[src/rtl/multicycle_control_pkg.sv]
// Shared types and constants for the multi-cycle MIPS main control FSM.
package multicycle_control_pkg;

  typedef enum logic [5:0] {
    OP_RTYPE = 6'h00,
    OP_J     = 6'h02,
    OP_BEQ   = 6'h04,
    OP_ADDI  = 6'h08,
    OP_LW    = 6'h23,
    OP_SW    = 6'h2B
  } opcode_type;

  typedef logic [3:0] ctrl_state_t;

  localparam ctrl_state_t S_FETCH  = 4'd0;
  localparam ctrl_state_t S_DECODE = 4'd1;
  localparam ctrl_state_t S_MEMADR = 4'd2;
  localparam ctrl_state_t S_MEMRD  = 4'd3;
  localparam ctrl_state_t S_MEMWB  = 4'd4;
  localparam ctrl_state_t S_MEMWR  = 4'd5;
  localparam ctrl_state_t S_EXEC   = 4'd6;
  localparam ctrl_state_t S_ALUWB  = 4'd7;
  localparam ctrl_state_t S_BRANCH = 4'd8;
  localparam ctrl_state_t S_ADDIEX = 4'd9;
  localparam ctrl_state_t S_ADDIWB = 4'd10;
  localparam ctrl_state_t S_JUMP   = 4'd11;
  localparam ctrl_state_t S_FAULT  = 4'd12;

  localparam logic [1:0] SRCB_B      = 2'b00;
  localparam logic [1:0] SRCB_FOUR   = 2'b01;
  localparam logic [1:0] SRCB_IMM    = 2'b10;
  localparam logic [1:0] SRCB_IMM_SH = 2'b11;

  localparam logic [1:0] ALUOP_ADD   = 2'b00;
  localparam logic [1:0] ALUOP_SUB   = 2'b01;
  localparam logic [1:0] ALUOP_FUNCT = 2'b10;

  localparam logic [1:0] PC_ALU      = 2'b00;
  localparam logic [1:0] PC_ALUOUT   = 2'b01;
  localparam logic [1:0] PC_JUMP     = 2'b10;

  // States that wait on the memory handshake and are guarded by the timer.
  function automatic logic is_mem_wait_state(input ctrl_state_t s);
    return (s == S_FETCH) || (s == S_MEMRD) || (s == S_MEMWR);
  endfunction

endpackage

[src/rtl/multicycle_control_ctrl_wait_timer.sv]
// Counts consecutive memory wait cycles; flags the cycle on which the limit is hit.
module multicycle_control_ctrl_wait_timer #(
  parameter int unsigned MAX_WAIT = 15
) (
  input  logic clk,
  input  logic rst,
  input  logic clear,
  input  logic tick,
  output logic expired
);

  if (MAX_WAIT == 0) begin : g_off
    assign expired = 1'b0;
  end else begin : g_on
    localparam int unsigned CW = (MAX_WAIT < 2) ? 1 : $clog2(MAX_WAIT + 1);
    localparam logic [CW-1:0] LAST = CW'(MAX_WAIT - 1);

    logic [CW-1:0] count_q;

    // count_q holds the number of earlier wait cycles, so the MAX_WAIT-th one expires.
    assign expired = tick && (count_q == LAST);

    // Wait counter: cleared outside wait states or on ready, advances on each stalled cycle.
    always_ff @(posedge clk) begin
      if (rst || clear) begin
        count_q <= '0;
      end else if (tick && !expired) begin
        count_q <= count_q + CW'(1);
      end
    end
  end

endmodule

[src/rtl/multicycle_control.sv]
// Multi-cycle MIPS main control FSM with memory wait timeout and retire counter.
module multicycle_control #(
  parameter bit          HAS_ADDI = 1'b1,
  parameter bit          HAS_JUMP = 1'b1,
  parameter int unsigned MAX_WAIT = 15,
  parameter int unsigned CNT_W    = 16
) (
  input  logic             clk,
  input  logic             rst,
  input  logic [5:0]       op,
  input  logic             zero,
  input  logic             mem_ready,
  output logic             iord,
  output logic             mem_read,
  output logic             mem_write,
  output logic             ir_write,
  output logic             reg_dst,
  output logic             mem_to_reg,
  output logic             reg_write,
  output logic             alu_src_a,
  output logic [1:0]       alu_src_b,
  output logic [1:0]       alu_op,
  output logic [1:0]       pc_src,
  output logic             pc_en,
  output logic             retired,
  output logic [CNT_W-1:0] retire_cnt,
  output logic             fault
);
  import multicycle_control_pkg::*;

  ctrl_state_t      state_q, state_d;
  logic [CNT_W-1:0] cnt_q;
  logic             in_wait, wait_tick, wait_clear, wait_expired;

  assign in_wait    = is_mem_wait_state(state_q);
  assign wait_tick  = in_wait && !mem_ready;
  assign wait_clear = !in_wait || mem_ready;

  multicycle_control_ctrl_wait_timer #(
    .MAX_WAIT(MAX_WAIT)
  ) u_wait_timer (
    .clk    (clk),
    .rst    (rst),
    .clear  (wait_clear),
    .tick   (wait_tick),
    .expired(wait_expired)
  );

  // Next-state logic; ready beats timeout when both land on the same cycle.
  always_comb begin
    state_d = state_q;
    case (state_q)
      S_FETCH: begin
        if (mem_ready)         state_d = S_DECODE;
        else if (wait_expired) state_d = S_FAULT;
      end
      S_DECODE: begin
        case (op)
          OP_LW, OP_SW: state_d = S_MEMADR;
          OP_RTYPE:     state_d = S_EXEC;
          OP_BEQ:       state_d = S_BRANCH;
          OP_ADDI:      state_d = HAS_ADDI ? S_ADDIEX : S_FAULT;
          OP_J:         state_d = HAS_JUMP ? S_JUMP : S_FAULT;
          default:      state_d = S_FAULT;
        endcase
      end
      S_MEMADR: state_d = (op == OP_LW) ? S_MEMRD : S_MEMWR;
      S_MEMRD: begin
        if (mem_ready)         state_d = S_MEMWB;
        else if (wait_expired) state_d = S_FAULT;
      end
      S_MEMWR: begin
        if (mem_ready)         state_d = S_FETCH;
        else if (wait_expired) state_d = S_FAULT;
      end
      S_MEMWB, S_ALUWB, S_BRANCH, S_ADDIWB, S_JUMP: state_d = S_FETCH;
      S_EXEC:   state_d = S_ALUWB;
      S_ADDIEX: state_d = S_ADDIWB;
      S_FAULT:  state_d = S_FAULT;
      default:  state_d = S_FAULT;
    endcase
  end

  // State register and retire counter; reset overrides any pending handshake.
  always_ff @(posedge clk) begin
    if (rst) begin
      state_q <= S_FETCH;
      cnt_q   <= '0;
    end else begin
      state_q <= state_d;
      if (retired) cnt_q <= cnt_q + CNT_W'(1);
    end
  end

  assign retire_cnt = cnt_q;

  // Output decode: everything defaults low, each state raises only its own controls.
  always_comb begin
    iord       = 1'b0;
    mem_read   = 1'b0;
    mem_write  = 1'b0;
    ir_write   = 1'b0;
    reg_dst    = 1'b0;
    mem_to_reg = 1'b0;
    reg_write  = 1'b0;
    alu_src_a  = 1'b0;
    alu_src_b  = SRCB_B;
    alu_op     = ALUOP_ADD;
    pc_src     = PC_ALU;
    pc_en      = 1'b0;
    retired    = 1'b0;
    fault      = 1'b0;
    case (state_q)
      S_FETCH: begin
        mem_read  = 1'b1;
        alu_src_b = SRCB_FOUR;
        ir_write  = mem_ready;
        pc_en     = mem_ready;
      end
      S_DECODE: alu_src_b = SRCB_IMM_SH;
      S_MEMADR, S_ADDIEX: begin
        alu_src_a = 1'b1;
        alu_src_b = SRCB_IMM;
      end
      S_MEMRD: begin
        iord     = 1'b1;
        mem_read = 1'b1;
      end
      S_MEMWB: begin
        mem_to_reg = 1'b1;
        reg_write  = 1'b1;
        retired    = 1'b1;
      end
      S_MEMWR: begin
        iord      = 1'b1;
        mem_write = 1'b1;
        retired   = mem_ready;
      end
      S_EXEC: begin
        alu_src_a = 1'b1;
        alu_op    = ALUOP_FUNCT;
      end
      S_ALUWB: begin
        reg_dst   = 1'b1;
        reg_write = 1'b1;
        retired   = 1'b1;
      end
      S_BRANCH: begin
        alu_src_a = 1'b1;
        alu_op    = ALUOP_SUB;
        pc_src    = PC_ALUOUT;
        pc_en     = zero;
        retired   = 1'b1;
      end
      S_ADDIWB: begin
        reg_write = 1'b1;
        retired   = 1'b1;
      end
      S_JUMP: begin
        pc_src  = PC_JUMP;
        pc_en   = 1'b1;
        retired = 1'b1;
      end
      S_FAULT: fault = 1'b1;
      default: fault = 1'b1;
    endcase
  end

endmodule

[config.mk]
export PLATFORM = sky130hd
export DESIGN_NAME = multicycle_control
export DESIGN_NICKNAME = d
export VERILOG_FILES = /design/src/rtl/multicycle_control_pkg.sv /design/src/rtl/multicycle_control_ctrl_wait_timer.sv /design/src/rtl/multicycle_control.sv
export SDC_FILE = /design/constraint.sdc
export NUM_CORES = 1
export LEC_CHECK = 0
export CORE_MARGIN = 4
export CORE_UTILIZATION = 48
export CTS_BUF_LIST = sky130_fd_sc_hd__clkbuf_16
export DETAILED_ROUTE_END_ITERATION = 16
export GPL_TIMING_DRIVEN = 1
export PLACE_DENSITY = 0.83
export SLEW_MARGIN = 20
export SYNTH_ARGS = -nofsm -noshare
export SYNTH_HDL_FRONTEND = slang
export SYNTH_HIERARCHICAL = 1
export SYNTH_SLANG_ARGS = --single-unit
[constraint.sdc]
create_clock -name clk -period 2.68 [get_ports clk]
set_input_delay 0.67 -clock clk [delete_from_list [all_inputs] [get_ports clk]]
set_output_delay 0.67 -clock clk [all_outputs]
set_load 0.1 [all_outputs]
Yosys cells after proc, flatten, opt, wreduce, memory -nomap -nowiden
Index checks and enable logic that the tools add are counted.
{ "op_classes": {"add_sub_neg": 2, "n_eq_ne": 17, "mux": 21, "n_reduce_logical": 20} }
{ "ops": {"columns": ["cell", "count"], "rows": [
  ["$pmux 4 s8", 1],
  ["$eq 4x4->1 const B", 5],
  ["$pmux 4 s5", 1],
  ["$add 16x1->16 const B", 1],
  ["$eq 4x3->1 const B", 4],
  ["$mux 4", 4],
  ["$eq 6x6->1 const B", 2],
  ["$reduce_or 12->1", 1],
  ["$mux 1", 9],
  ["$eq 4x2->1 const B", 2],
  ["$pmux 2 s2", 2],
  ["$reduce_or 2->1", 4],
  ["$eq 6x2->1 const B", 1],
  ["$eq 6x3->1 const B", 1],
  ["$eq 6x4->1 const B", 1],
  ["$logic_not 6->1", 1],
  ["$pmux 2 s3", 1],
  ["$reduce_or 5->1", 1],
  ["$add 4x1->4 const B", 1],
  ["$eq 4x1->1 const B", 1],
  ["$logic_not 4->1", 1],
  ["$logic_or 1x1->1", 4],
  ["$reduce_or 4->1", 1],
  ["$logic_and 1x1->1", 3],
  ["5 further kinds", 7]
]} }
{ "word_totals": {"regBits": 24, "wordCells": 63} }

Logic depth before layout (Yosys ltp)
Gate-level depths: netlist of run 1.
{ "logic_depth": {"ltp_word": 8, "depth_mapped": 12, "mapped_depth_nobuf": 11} }

By module
The synthesis of run 1 kept the hierarchy.
{ "by_module_without_submodules": {"columns": ["module", "instances", "cells_per_inst", "area_each_um2", "seq_area_each_um2"], "rows": [
  ["multicycle_control", 1, 176, 1352.5, 400.4],
  ["multicycle_control_ctrl_wait_timer", 1, 23, 216.5, 80.1]
]} }

Worst setup path before layout of run 1
No wires, ideal clock.
{ "synth_path": {"path_kind": "reg2out", "startpoint": "register state_q[2]", "endpoint": "output port pc_en", "arrival_ns": 3.695, "required_ns": 2.010, "setup_slack_ns": -1.685, "path_stages_with_launch": 5, "path_buffers": 1, "path_cell_list": "dfxtp_1 clkbuf_1 nand2b_1 nor3_1 a211o_1"} }
{ "synth_via": {"elab_chain_cells": 2, "word_cells_on_any_way": 4} }
{ "synth_rtl": {"columns": ["item", "line_no", "source"], "rows": [
  ["from (decl)", "multicycle_control.sv:31", "ctrl_state_t state_q, state_d;"],
  ["from (signal assigned)", "multicycle_control.sv:90", "state_q <= state_d;"],
  ["$eq 4x4->1 or $logic_not 4->1 (tied branches)", "multicycle_control.sv:113", "case (state_q)"],
  ["$pmux 1 s3 *", "multicycle_control.sv:113", null],
  ["to (decl)", "multicycle_control.sv:24", "output logic pc_en,"]
]} }
Mark *: on every way between the ends. The rest lies on a longest branch, timed or not.

Final worst setup path of run 1
{ "layout_path": {"startpoint": "input port mem_ready", "endpoint": "output port retired"} }
{ "layout_via": {"elab_chain_cells": 1} }
{ "layout_rtl": {"columns": ["item", "line_no", "source"], "rows": [
  ["from (decl)", "multicycle_control.sv:12", "input logic mem_ready,"],
  ["$pmux 1 s2", "multicycle_control.sv:113", null],
  ["to (decl)", "multicycle_control.sv:25", "output logic retired,"]
]} }
No other way between the ends.

==> key figures, run 1 <==
Drt
  • Via density: 5.67
  • Detailed Route Iter0 Violations: 74
  • Router iterations before antenna repair: 4
  • Total vias in the final route: 1660
  • Drt wl/cell: 14.3 um
  • Routed Wire Length: 4.20 mm
  • ANT nets after route: 0
  • # DRC: 0

Die
  • Die height: 65.2 um
  • Die width: about 65 um
  • Starting density of the core: 0.510
  • Die outline area: approximately 0.0042 mm^2
  • Core footprint: 0.00308 mm^2
  • Std-Cell Rows: 20
  • Top Ports: 43

Clocking
  • Skew-Pair Late Insertion Delay: ~0.26 ns
  • Clock sinks: 24
  • CTS H-tree lvls: 1
  • Hold Buf Count CTS: 0
  • TritonCTS Buffers: 3
  • Clock buffer depth: 2
  • Setup Fix Bufs, Post-CTS: 0
  • CTS tree: done
  • Clock slew at reported path FFs: 0.06 ns
  • Clock root buffer: clkbuf_16

Logic synthesis
  • Synth top area cells: dfxtp_1 (31%), xnor2_1 (6.1%), nor2_1 (5.7%)
  • Seq cells post-synth: 24
  • Synth warn: 6
  • Gate count of the mapped netlist: 199
  • Synth area leader: dfxtp_1
  • Syn nets: 212
  • EDFF count, synth: 0
  • Cell variety after synth: 50
  • Mapped Area: roughly 0.0016 mm^2
  • Top-area cell type share of the netlist area: 0.306
  • Most common flop cell mapped by yosys: dfxtp_1
  • Fraction of synthesis flops using an asynchronous set or reset pin: 0
  • Synthesized area per cell: 7.88 um^2
  • Seq/Total Area, Yosys: 0.306
  • Synth cell count leaders: dfxtp_1 (24), nor2_1 (24), nor3_1 (17)

Hold path
  • Type of the worst min-delay path: flip-flop to flip-flop

Placement
  • # port buffers: 42
  • Post-DP Area: about 0.0023 mm^2
  • Placed Cells: 289
  • Routability Congestion: 0.866
  • Post-DP HPWL: 3.21 mm
  • DP Worst Slack: -0.0335 ns

Timing
  • Worst Max-Slew Pin Slew: 0.435 ns
  • Peak Freq: ~0.38 GHz
  • Clock Skew: between 0.004 and 0.005 ns
  • Fin Setup TNS: 0 ns
  • Final min period: 2.63 ns
  • RSZ-0062 raised after global routing: no
  • Slew HR: 0.710
  • Final count of hold timing violations: 0
  • Worst Setup Slack, final: 0.0456 ns
  • Period utilization: 0.983
  • Slew Viols, Final: 0
  • Setup violators final: 0

Layout
  • Area of the multi-input gates: around 0.0011 mm^2
  • Storage cell area: 482 um^2
  • Nets: roughly 260
  • Layout area overhead: 50.7%
  • Design area: 0.00236 mm^2
  • Fillers: 233
  • Finished Core Util: 0.768
  • ANT cells: 0
  • Non-filler cells, final: 293
  • Share of cells above drive strength 1: 0.297

Worst setup path
  • CP arrival: 1.96 ns
  • Crit path launch type: input port
  • Worst Setup End Kind: primary output
  • Reg-to-reg slack, setup: 0.39 ns
  • Max FO, Critical Path: 4
  • Worst Path Required: 2.01 ns
  • Crit path kind: input port to primary output

Status
  • Status: finished clean

GRT
  • Vias in the first global route: approximately 1500
  • GRT Util Overall: 0.208
  • First-pass GRT wire length: 7.11 mm
  • Pin count of the biggest net entering global routing: 17
  • Grt total ovfl: 0
  • Initial antenna violation count: 0

Power
  • Power density over the cells: 504 mW/mm^2
  • Worst VDD drop: 0.491 mV
  • P_leak: 0.871 nW

Flow run
  • Maxcap violations: 0
==> cell type report <==
cell class,count,area share
multi-input combinational,158,0.457
timing repair buffer,56,0.272
sequential,24,0.204
clock buffer,3,0.0317
tap,44,0.0233
inverter,7,0.0111
clock inverter,1,0.00159
==> metal layers <==
| layer | up-vias | wire (um) | track usage |
|---|---|---|---|
| met4 | 0 | 38 | 0.0596 |
| met5 | - | 0 | 0 |
| met3 | 5 | 256 | 0.0359 |
| met1 | 768 | 1850 | 0.274 |
| li1 | 825 | - | - |
| met2 | 62 | 2050 | 0.349 |
==> per-stage QoR <==
step / total power, mW / hold WS (ns)
after floorplan: 0.707 / 0.485
after global placement: 0.868 / 0.466
after detailed placement: 0.873 / 0.467
after CTS: 1.19 / 0.475
after global routing: 1.23 / 0.507
final: 1.19 / 0.472
==> cells in the final DEF, fill, tap and decap left out, types with 3 or more instances in the layout <==
master,instances
nor3b_1,4
nand4_1,3
or3_1,3
buf_4,31
dfxtp_1,23
inv_1,7
ha_1,3
nor3_1,12
nand2_1,13
clkdlybuf4s50_1,9
xor2_1,4
nor3_2,5
buf_12,16
nand2b_1,5
xnor2_1,11
nor2_1,19
nor2_2,5
nor4_1,6
a21oi_1,12
clkbuf_16,3
nand3_1,6
o21ai_0,6
==> worst max-delay path: stages <==
cell	delay [ns]
clkdlybuf4s50_1	0.57
and2b_2	0.18
o21ai_1	0.08
nor2_2	0.24
buf_12	0.21
==> registers in the layout, summed over array words and instances, names as in the netlist <==
signal and flops:
u_wait_timer/g_on.count_q 4, retire_cnt 16, state_q 4
==> worst paths after layout <==
| check | startpoint | end | cells past startpoint |
|---|---|---|---|
| setup / recovery | mem_ready | retired | 5 |
| hold / removal | retire_cnt[15]$_SDFFE_PP0P_ | retire_cnt[15]$_SDFFE_PP0P_ | 2 |
| setup reg to reg | state_q[2]$_SDFF_PP0_ | state_q[3]$_SDFF_PP0_ | 11 |
| hold reg to reg | retire_cnt[15]$_SDFFE_PP0P_ | retire_cnt[15]$_SDFFE_PP0P_ | 2 |
==> cells by family (layout without fill, tap and decap cells) <==
group	after synthesis	count (layout)	share of synthesized area
AOI/OAI and AO/OA	40	40	0.176
muxes	1	1	0.00718
DFF	24	24	0.306
xor gates and xnor gates	15	15	0.0837
buffers and inverters	17	67	0.0463
adders and majority gates	3	3	0.0239
and+or+nand+nor	99	99	0.356
==> report_power, final <==
part	switching, mW	internal [mW]
clock	0.126	0.199
combinational	0.314	0.166
sequential	0.0205	0.367
total	0.460	0.732
==> timing repair <==
item / in CTS / in global routing
setup endpoints to repair: 1 / 1
gates resized for setup: 1 / 1
pin swaps: 1 / 0
Power figures use the tool's default switching activity.
==> run 2: changes to the inputs <==
- CORE_UTILIZATION: 48 -> 45
- PLACE_DENSITY: 0.83 -> 0.75
==> run 2 against run 1 <==
  * First-iteration DRC count shrank 9.5%
  * Largest cell class unchanged
  * Critical path type is now flip-flop to primary output
  * Global-route usage shrank 1.5 points
  * Via count shrank 3.1%
  * Clock power is essentially flat
==> key figures, run 2 (synthesized netlist as in run 1, its figures left out) <==
GRT
  • Vias in the first global route: 1497
  • Grt total ovfl: 0
  • Initial antenna violation count: 0
  • Pin count of the biggest net entering global routing: 20
  • First-pass GRT wire length: 6.73 mm
  • GRT Util Overall: 0.193

Layout
  • Finished Core Util: 0.711
  • Most frequent cells in the layout: buf_4 (33), dfxtp_1 (24), nor2_1 (19)
  • ANT cells: 0
  • Nets: 265
  • Design area: between 0.002 and 0.0025 mm^2
  • Fillers: 293
  • Most common cell after layout, fill and taps aside: buf_4
  • Max reg flops: 16
  • Share of cells above drive strength 1: 0.303
  • Layout area overhead: 52.3%

Timing
  • Clock Skew: between 0.002 and 0.003 ns
  • Peak Freq: 0.401 GHz
  • Setup violators final: 0
  • RSZ-0062 raised after global routing: no
  • Period utilization: 0.930
  • Slew HR: 0.656
  • Final count of hold timing violations: 0
  • Final min period: about 2.5 ns
  • Slew Viols, Final: 0
  • Worst Max-Slew Pin Slew: 0.511 ns

Drt
  • Routed Wire Length: 4.06 mm
  • Drt wl/cell: 13.7 um
  • Router iterations before antenna repair: 4
  • Detailed Route Iter0 Violations: 67
  • ANT nets after route: 0
  • Via density: 5.42
  • Total vias in the final route: around 1600
  • # DRC: 0

Power
  • Final Power: roughly 1.2 mW
  • Worst VDD drop: between 0.3 and 0.4 mV
  • Power density over the cells: 500 mW/mm^2
  • P_leak: between 0.8 and 0.9 nW

Placement
  • Routability Congestion: about 0.84
  • Post-DP HPWL: 3.18 mm
  • Post-DP Area: 0.00229 mm^2
  • # port buffers: 42

Worst setup path
  • Max FO, Critical Path: 18
  • Worst Path Required: 2.01 ns
  • Crit path launch type: flip-flop
  • Worst Setup End Kind: primary output
  • CP arrival: about 1.8 ns
  • Crit path kind: flip-flop to primary output

Status
  • Status: finished clean

Die
  • Die width: 67.1 um
  • Die height: between 60 and 70 um
  • Die outline area: 0.00450 mm^2
  • Starting density of the core: 0.467
  • Top Ports: 43
  • Core footprint: 0.00336 mm^2
  • Std-Cell Rows: 21

Clocking
  • Clock sinks: 24
  • CTS tree: done
  • Clock root buffer: clkbuf_16
  • TritonCTS Buffers: 3
  • Clock slew at reported path FFs: 0.06 ns
  • Clock buffer depth: 2
  • Hold Buf Count CTS: 0
  • Skew-Pair Late Insertion Delay: roughly 0.26 ns
  • CTS H-tree lvls: 1

Hold path
  • Type of the worst min-delay path: flip-flop to flip-flop

Flow run
  • Maxcap violations: 0
==> run 2: changes by cell type in the layout (fill, tap and decap cells not counted), sizes merged <==
cell           delta
dlymetal6s2s      +1
clkdlybuf4s50     -1
buf               +2
==> run 2: worst max-delay path: stages (launching register included) <==
cell and delay (ns):
dfxtp_1 0.42, buf_4 0.26, nand2b_1 0.27, nor3_2 0.10
a211o_1 0.33, buf_12 0.18
==> run 2: final timing paths <==
kind / from / end / slack [ns] / cells past startpoint
worst max-delay path: state_q[2]$_SDFF_PP0_ / pc_en / 0.19 / 5
worst min-delay path: retire_cnt[15]$_SDFFE_PP0P_ / retire_cnt[15]$_SDFFE_PP0P_ / 0.48 / 2
worst max register to register: state_q[1]$_SDFF_PP0_ / state_q[3]$_SDFF_PP0_ / 0.40 / 11
worst min register to register: retire_cnt[15]$_SDFFE_PP0P_ / retire_cnt[15]$_SDFFE_PP0P_ / 0.48 / 2
==> run 2: report_power, final <==
part | switching (mW) | leakage [nW] | internal, mW
Combinational | 0.316 | 0.660 | 0.172
Sequential | 0.0185 | 0.194 | 0.367
Clock | 0.124 | 0.0385 | 0.199
Total | 0.458 | 0.893 | 0.738
==> run 2: routing by layer <==
metal  GRT usage  part of all wire
met5           0                 0
met1       0.243              0.46
met4      0.0608             0.012
met2       0.336              0.49
met3      0.0270             0.041
==> run 2: stage by stage <==
stage / hold WS (ns) / worst slack [ns] / instances / setup TNS, ns
finish: 0.481 / 0.188 / 297 / 0
global route: 0.513 / 0.0903 / 297 / 0
CTS: 0.483 / 0.0126 / 297 / 0
detailed placement: 0.473 / -0.111 / 292 / -0.146
global placement: 0.468 / -0.00592 / 292 / -0.00592
floorplan: 0.485 / -0.782 / 199 / -1.71
==> run 2: what timing repair did <==
action                                  in CTS  in global routing
resized for setup                            0                  4
setup buffers                                1                  0
pin swaps                                    1                  0
endpoints found under the setup margin       1                  3
==> run 2: final cells by class <==
class                   count  area, um^2  share of cell area
clock buffers               3        75.1              0.0314
clock inverters             1        3.75             0.00157
inverters                   7        26.3              0.0110
multi-input cells         158        1090               0.454
flip-flops and latches     24         480               0.201
well taps                  46        57.6              0.0241
repair buffers             58         661               0.276
==> edit 1, RTL diff (settings of run 1) <==
`MAX_WAIT` is set to 15 in 2 places; all go to 16.
--- a/src/rtl/multicycle_control_ctrl_wait_timer.sv
+++ b/src/rtl/multicycle_control_ctrl_wait_timer.sv
@@ -1,6 +1,6 @@
 // Counts consecutive memory wait cycles; flags the cycle on which the limit is hit.
 module multicycle_control_ctrl_wait_timer #(
-  parameter int unsigned MAX_WAIT = 15
+  parameter int unsigned MAX_WAIT = 16
 ) (
   input  logic clk,
   input  logic rst,
--- a/src/rtl/multicycle_control.sv
+++ b/src/rtl/multicycle_control.sv
@@ -2,7 +2,7 @@
 module multicycle_control #(
   parameter bit          HAS_ADDI = 1'b1,
   parameter bit          HAS_JUMP = 1'b1,
-  parameter int unsigned MAX_WAIT = 15,
+  parameter int unsigned MAX_WAIT = 16,
   parameter int unsigned CNT_W    = 16
 ) (
   input  logic             clk,
Formal check against the unedited RTL: same outputs for any inputs over 10 cycles, from zero or initial values and one cycle with rst high; that may be too few to reach the edited logic, so the function may still have changed.
==> edit 1 against run 1 <==
- synthesized area is 2.1% higher
- sequential power is 3% higher
- fmax is 2.3% higher
- routed wire length is 5.1% lower
- total power is 0.74% higher
- sequential cell count is 1 higher
- setup slack better by 0.059 ns
- cell area is 1.0% higher
- clock skew is 0.0026 ns lower
- cell count is 1.0% higher
- largest power group unchanged
==> edit 1: results (changes against run 1) <==
Status: completed
Peak VDD IR: 0.395 mV (-20%)
Max H-tree Level: 1 (unchanged)
Clk pwr share: 0.264 (-0.009)
GR Util All Layers: 0.198 (-0.00985)
Routability cong.: 0.882 (+1.8%)
Sequential share of power: 0.332 (+0.007)
Starting DRT DRC Count: 97 (+31%)
Metal3 WL: 160 um (-38%)
Hold_ws: 0.480 ns (+0.00826 ns)
Synth area leaders: dfxtp_1, xnor2_1, nor2_1, nor3_1, a21oi_1
Top cells by count, synth: nor2_1, dfxtp_1, nand2_1, nor3_1
Worst-path clk slew: 0.06 ns (about the same)
DP Wirelength: 3070 um (-4.4%)
Total routed wirelength: 3990 um (-5.1%)
Yosys warning total: 6 (unchanged)
LEAKAGE: 0.000893 uW (+2.6%)
Post-CTS sizing: 0 (-1)
Met3 usage in global routing: 0.0325 (-0.00342)
Clock buffer depth: 2 (unchanged)
Pre-CTS setup slack: 0.0695 ns (+0.103 ns)
Port bufs: 42 (unchanged)
Register area share after synthesis: 0.313 (+0.00628)
Post-DRT Antenna Nets: 0 (unchanged)
Netlist cell types: 50 (unchanged)
Max stage delay on crit path: 0.52 ns (-0.05 ns)
CTS root buffer: clkbuf_16
Post-Route Skew: 0.00190 ns (-0.00257 ns)
Drt via density: 5.43 (-4.2%)
Max-Cap Viols: 0 (unchanged)
DP Area: 2310 um2 (+1.1%)
Met1 Use GR: 0.273 (-0.00154)
DR WL met2: 2030 um (-1.2%)
Fin nets: 266 (+1.1%)
Max Used Layer: met4
First-pass GRT wire length: 6890 um (-3.1%)
Vias in the first global route: 1457 (-5.6%)
Switch share: 0.375 (-0.0107)
Mapped Nets: 216 (+1.9%)
Layout cell share with drive strength beyond 1: 0.294 (-0.00354)
Wl on met1: 1790 um (-3.6%)
Number of flip-flops in the largest register: 16 (unchanged)
Met2 usage: 0.325 (-0.0235)
Largest net degree at the start of global routing: 21 (+4)
Pwr dens: 503 nW/um2 (-0.26%)
Rel. slew slack: 0.703 (-0.00676)
-- edit 1: cell types whose count changed in the layout (fill, tap and decap cells not counted), moves of 2 or more --
cell | before | now
a2111oi_1 | 2 | 0
dfxtp_1 | 23 | 25
nand2_1 | 13 | 15
nor2_1 | 19 | 22
nor3_1 | 12 | 10
nor4_1 | 6 | 4
-- edit 1: worst max-delay path: cells and delay by family --
family | cells | cell delay, ns
AOI/OAI and AO/OA | 1 | 0.09
buffers and inverters | 2 | 0.73
and+or+nand+nor | 2 | 0.41
-- edit 1: cell type report --
cell class	count	area, um2
Sequential cell	25	500
Fill cell	221	739
Inverter	6	22.5
Tap cell	44	55.1
Multi-Input combinational cell	162	1100
Clock inverter	1	3.75
Timing Repair Buffer	55	636
Clock buffer	3	75.1
-- edit 1: worst paths after layout --
path / to / start / depth (start not counted) / slack (ns)
worst min-delay path: u_wait_timer/g_on.count_q[1] / u_wait_timer/g_on.count_q[1] / 2 / 0.48
worst min register to register: u_wait_timer/g_on.count_q[1] / u_wait_timer/g_on.count_q[1] / 2 / 0.48
worst max-delay path: retired / mem_ready / 5 / 0.10
worst max register to register: state_q[3] / u_wait_timer/g_on.count_q[0] / 9 / 0.50
-- edit 1: logic make-up (layout without fill, tap and decap cells) --
kind of cell / Yosys count / count (layout) / share of synthesized area
muxes: 1 / 1 / 0.00703
DFF: 25 / 25 / 0.313
adders and majority gates: 3 / 3 / 0.0234
xor gates and xnor gates: 17 / 17 / 0.0930
AOI/OAI and AO/OA: 38 / 38 / 0.159
and+or+nand+nor: 103 / 103 / 0.362
buffers and inverters: 16 / 65 / 0.0430
-- edit 1: metrics by stage --
step           instances  setup TNS [ns]
2_1_floorplan        203           -1.71
3_3_place_gp         292               0
3_5_place_dp         292               0
4_1_cts              296               0
5_1_grt              296               0
6_report             296               0
==> edit 2, RTL diff (flow settings as in run 1) <==
Without the edit above. Reset style: asynchronous (`rst`), changed in one clocked block.
--- a/src/rtl/multicycle_control.sv
+++ b/src/rtl/multicycle_control.sv
@@ -82,7 +82,7 @@
   end
 
   // State register and retire counter; reset overrides any pending handshake.
-  always_ff @(posedge clk) begin
+  always_ff @(posedge clk or posedge rst) begin
     if (rst) begin
       state_q <= S_FETCH;
       cnt_q   <= '0;
Check against the original RTL: differs if rst is asserted again (counterexample within 4 cycles, from zero or initial values and one cycle with rst high); with rst held inactive, the same outputs for 10 cycles.
==> edit 2 against run 1 <==
- cell area grew 5.4%
- largest cell class unchanged
- setup slack gained 0.050 ns
- sequential cell count is the same
- routed wire length grew 7.7%
- cell count shrank 8.5%
- synthesized area grew 8.3%
Power is not shown: default switching activity piles up to over one toggle a cycle in this logic, so the estimate is an artifact.
==> edit 2: results (changes against run 1) <==
Layout cell share with drive strength beyond 1: 0.351 (+0.0542)
# placed instances: 264 (-8.7%)
Clk_lat worst skew: 0.25 ns
Synth area leaders: dfrtp_1, xor2_1, dfxtp_1, nor4_2, nor4b_2
# fillers: 240 (+3.0%)
DP Area: 2410 um2 (+5.6%)
Metal3 WL: 192 um (-25%)
Hold Crit Class: register to register
Number of flip-flops in the largest register: 16 (unchanged)
Wl on met1: 1880 um (+1.5%)
DP Wirelength: 3580 um (+11%)
Top cells by count, synth: dfrtp_1, xor2_1, nor3_1
Post-Route Skew: 0.00265 ns (-0.00182 ns)
Largest net degree at the start of global routing: 21 (+4)
DR WL/cell: 16.9 um (+18%)
First-pass GRT wire length: 7630 um (+7.4%)
Antenna Cells: 0 (unchanged)
Ys flop type: dfrtp_1
Crit-path max FO: 3 (-1)
Num CTS Buffers: 3 (unchanged)
GR Util All Layers: 0.218 (+0.00994)
Fin nets: 236 (-10%)
DR WL met2: 2390 um (+16%)
Routability cong.: 0.871 (+0.59%)
Mapped Nets: 187 (-12%)
Max stage delay on crit path: 0.52 ns (-0.05 ns)
Register area share after synthesis: 0.342 (+0.0355)
Total routed wirelength: 4530 um (+7.7%)
Post-Synthesis Cells: 174 (-13%)
Routed vias: 1582 (-4.7%)
Fraction of registers with async set/reset: 0.833 (+0.833)
Max H-tree Level: 1 (unchanged)
Netlist cell types: 55 (+10%)
Slew @ Worst Pin: 0.751 ns (+0.317 ns)
WP data arrival: 1.91 ns (-0.05 ns)
Yosys warning total: 6 (unchanged)
Starting DRT DRC Count: 86 (+16%)
Gr ovfl total: 0 (unchanged)
Initial antenna violation count: 0 (unchanged)
Status: completed
edit 2: cell types whose count changed in the layout (fill, tap and decap cells not counted), sizes merged, moves of 4 or more:
cell | run 1 | this run
xnor2 | 11 | 2
dfrtp | 0 | 20
xor2 | 4 | 16
a21oi | 13 | 7
dfxtp | 24 | 4
nor3 | 17 | 11
nor4b | 2 | 6
nor2 | 24 | 11
nand2 | 13 | 8
edit 2: kinds of logic after synthesis:
group           count (synthesis)  synth area share
xor+xnor                       18            0.0928
fa+ha+maj                       3            0.0221
buf+inv                        15            0.0501
flops                          24             0.342
compound gates                 29             0.140
simple gates                   82             0.333
mux                             3            0.0206
edit 2: final cells by class:
cell class / count / area share
Clock buffer: 3 / 0.0301
Inverter: 5 / 0.00753
Multi-Input combinational cell: 135 / 0.448
Sequential cell: 24 / 0.233
Tap cell: 46 / 0.0231
Timing Repair Buffer: 54 / 0.257
Clock inverter: 1 / 0.00151
edit 2: worst paths after layout:
kind                                 from              to  slack [ns]  cells past startpoint
hold reg to reg            retire_cnt[15]  retire_cnt[15]        0.49                      1
max in group asynchronous             rst   retire_cnt[5]        1.20                      2
min in group asynchronous             rst   retire_cnt[9]        1.01                      2
hold / removal             retire_cnt[15]  retire_cnt[15]        0.49                      1
setup / recovery                mem_ready           pc_en         0.1                      5
setup reg to reg               state_q[2]      state_q[0]        0.36                      9
edit 2: timing repair:
action,4_1_cts,5_1_grt
endpoints found under the setup margin,0,1
endpoints found under the hold margin,0,0
gates resized for setup,0,1
edit 2: worst max-delay path: cells and delay by family:
family / cells / cell delay, ns
AO/OA/AOI/OAI: 2 / 0.32
buffers and inverters: 2 / 0.71
AND/OR/NAND/NOR: 1 / 0.21
edit 2: routing by layer:
metal,vias to the layer above,global-route usage
met1,785,0.269
met2,47,0.384
li1,744,-
met4,0,0.0633
met3,6,0.0416
met5,-,0
edit 2: per-stage QoR:
step	TNS (ns)	util	setup WS, ns
CTS	0	0.735	0.0385
floorplan	-1.42	-	-0.474
detailed placement	0	0.712	0.0413
global route	0	0.735	0.0163
global placement	0	0.712	0.0644
finish	0	0.735	0.0958
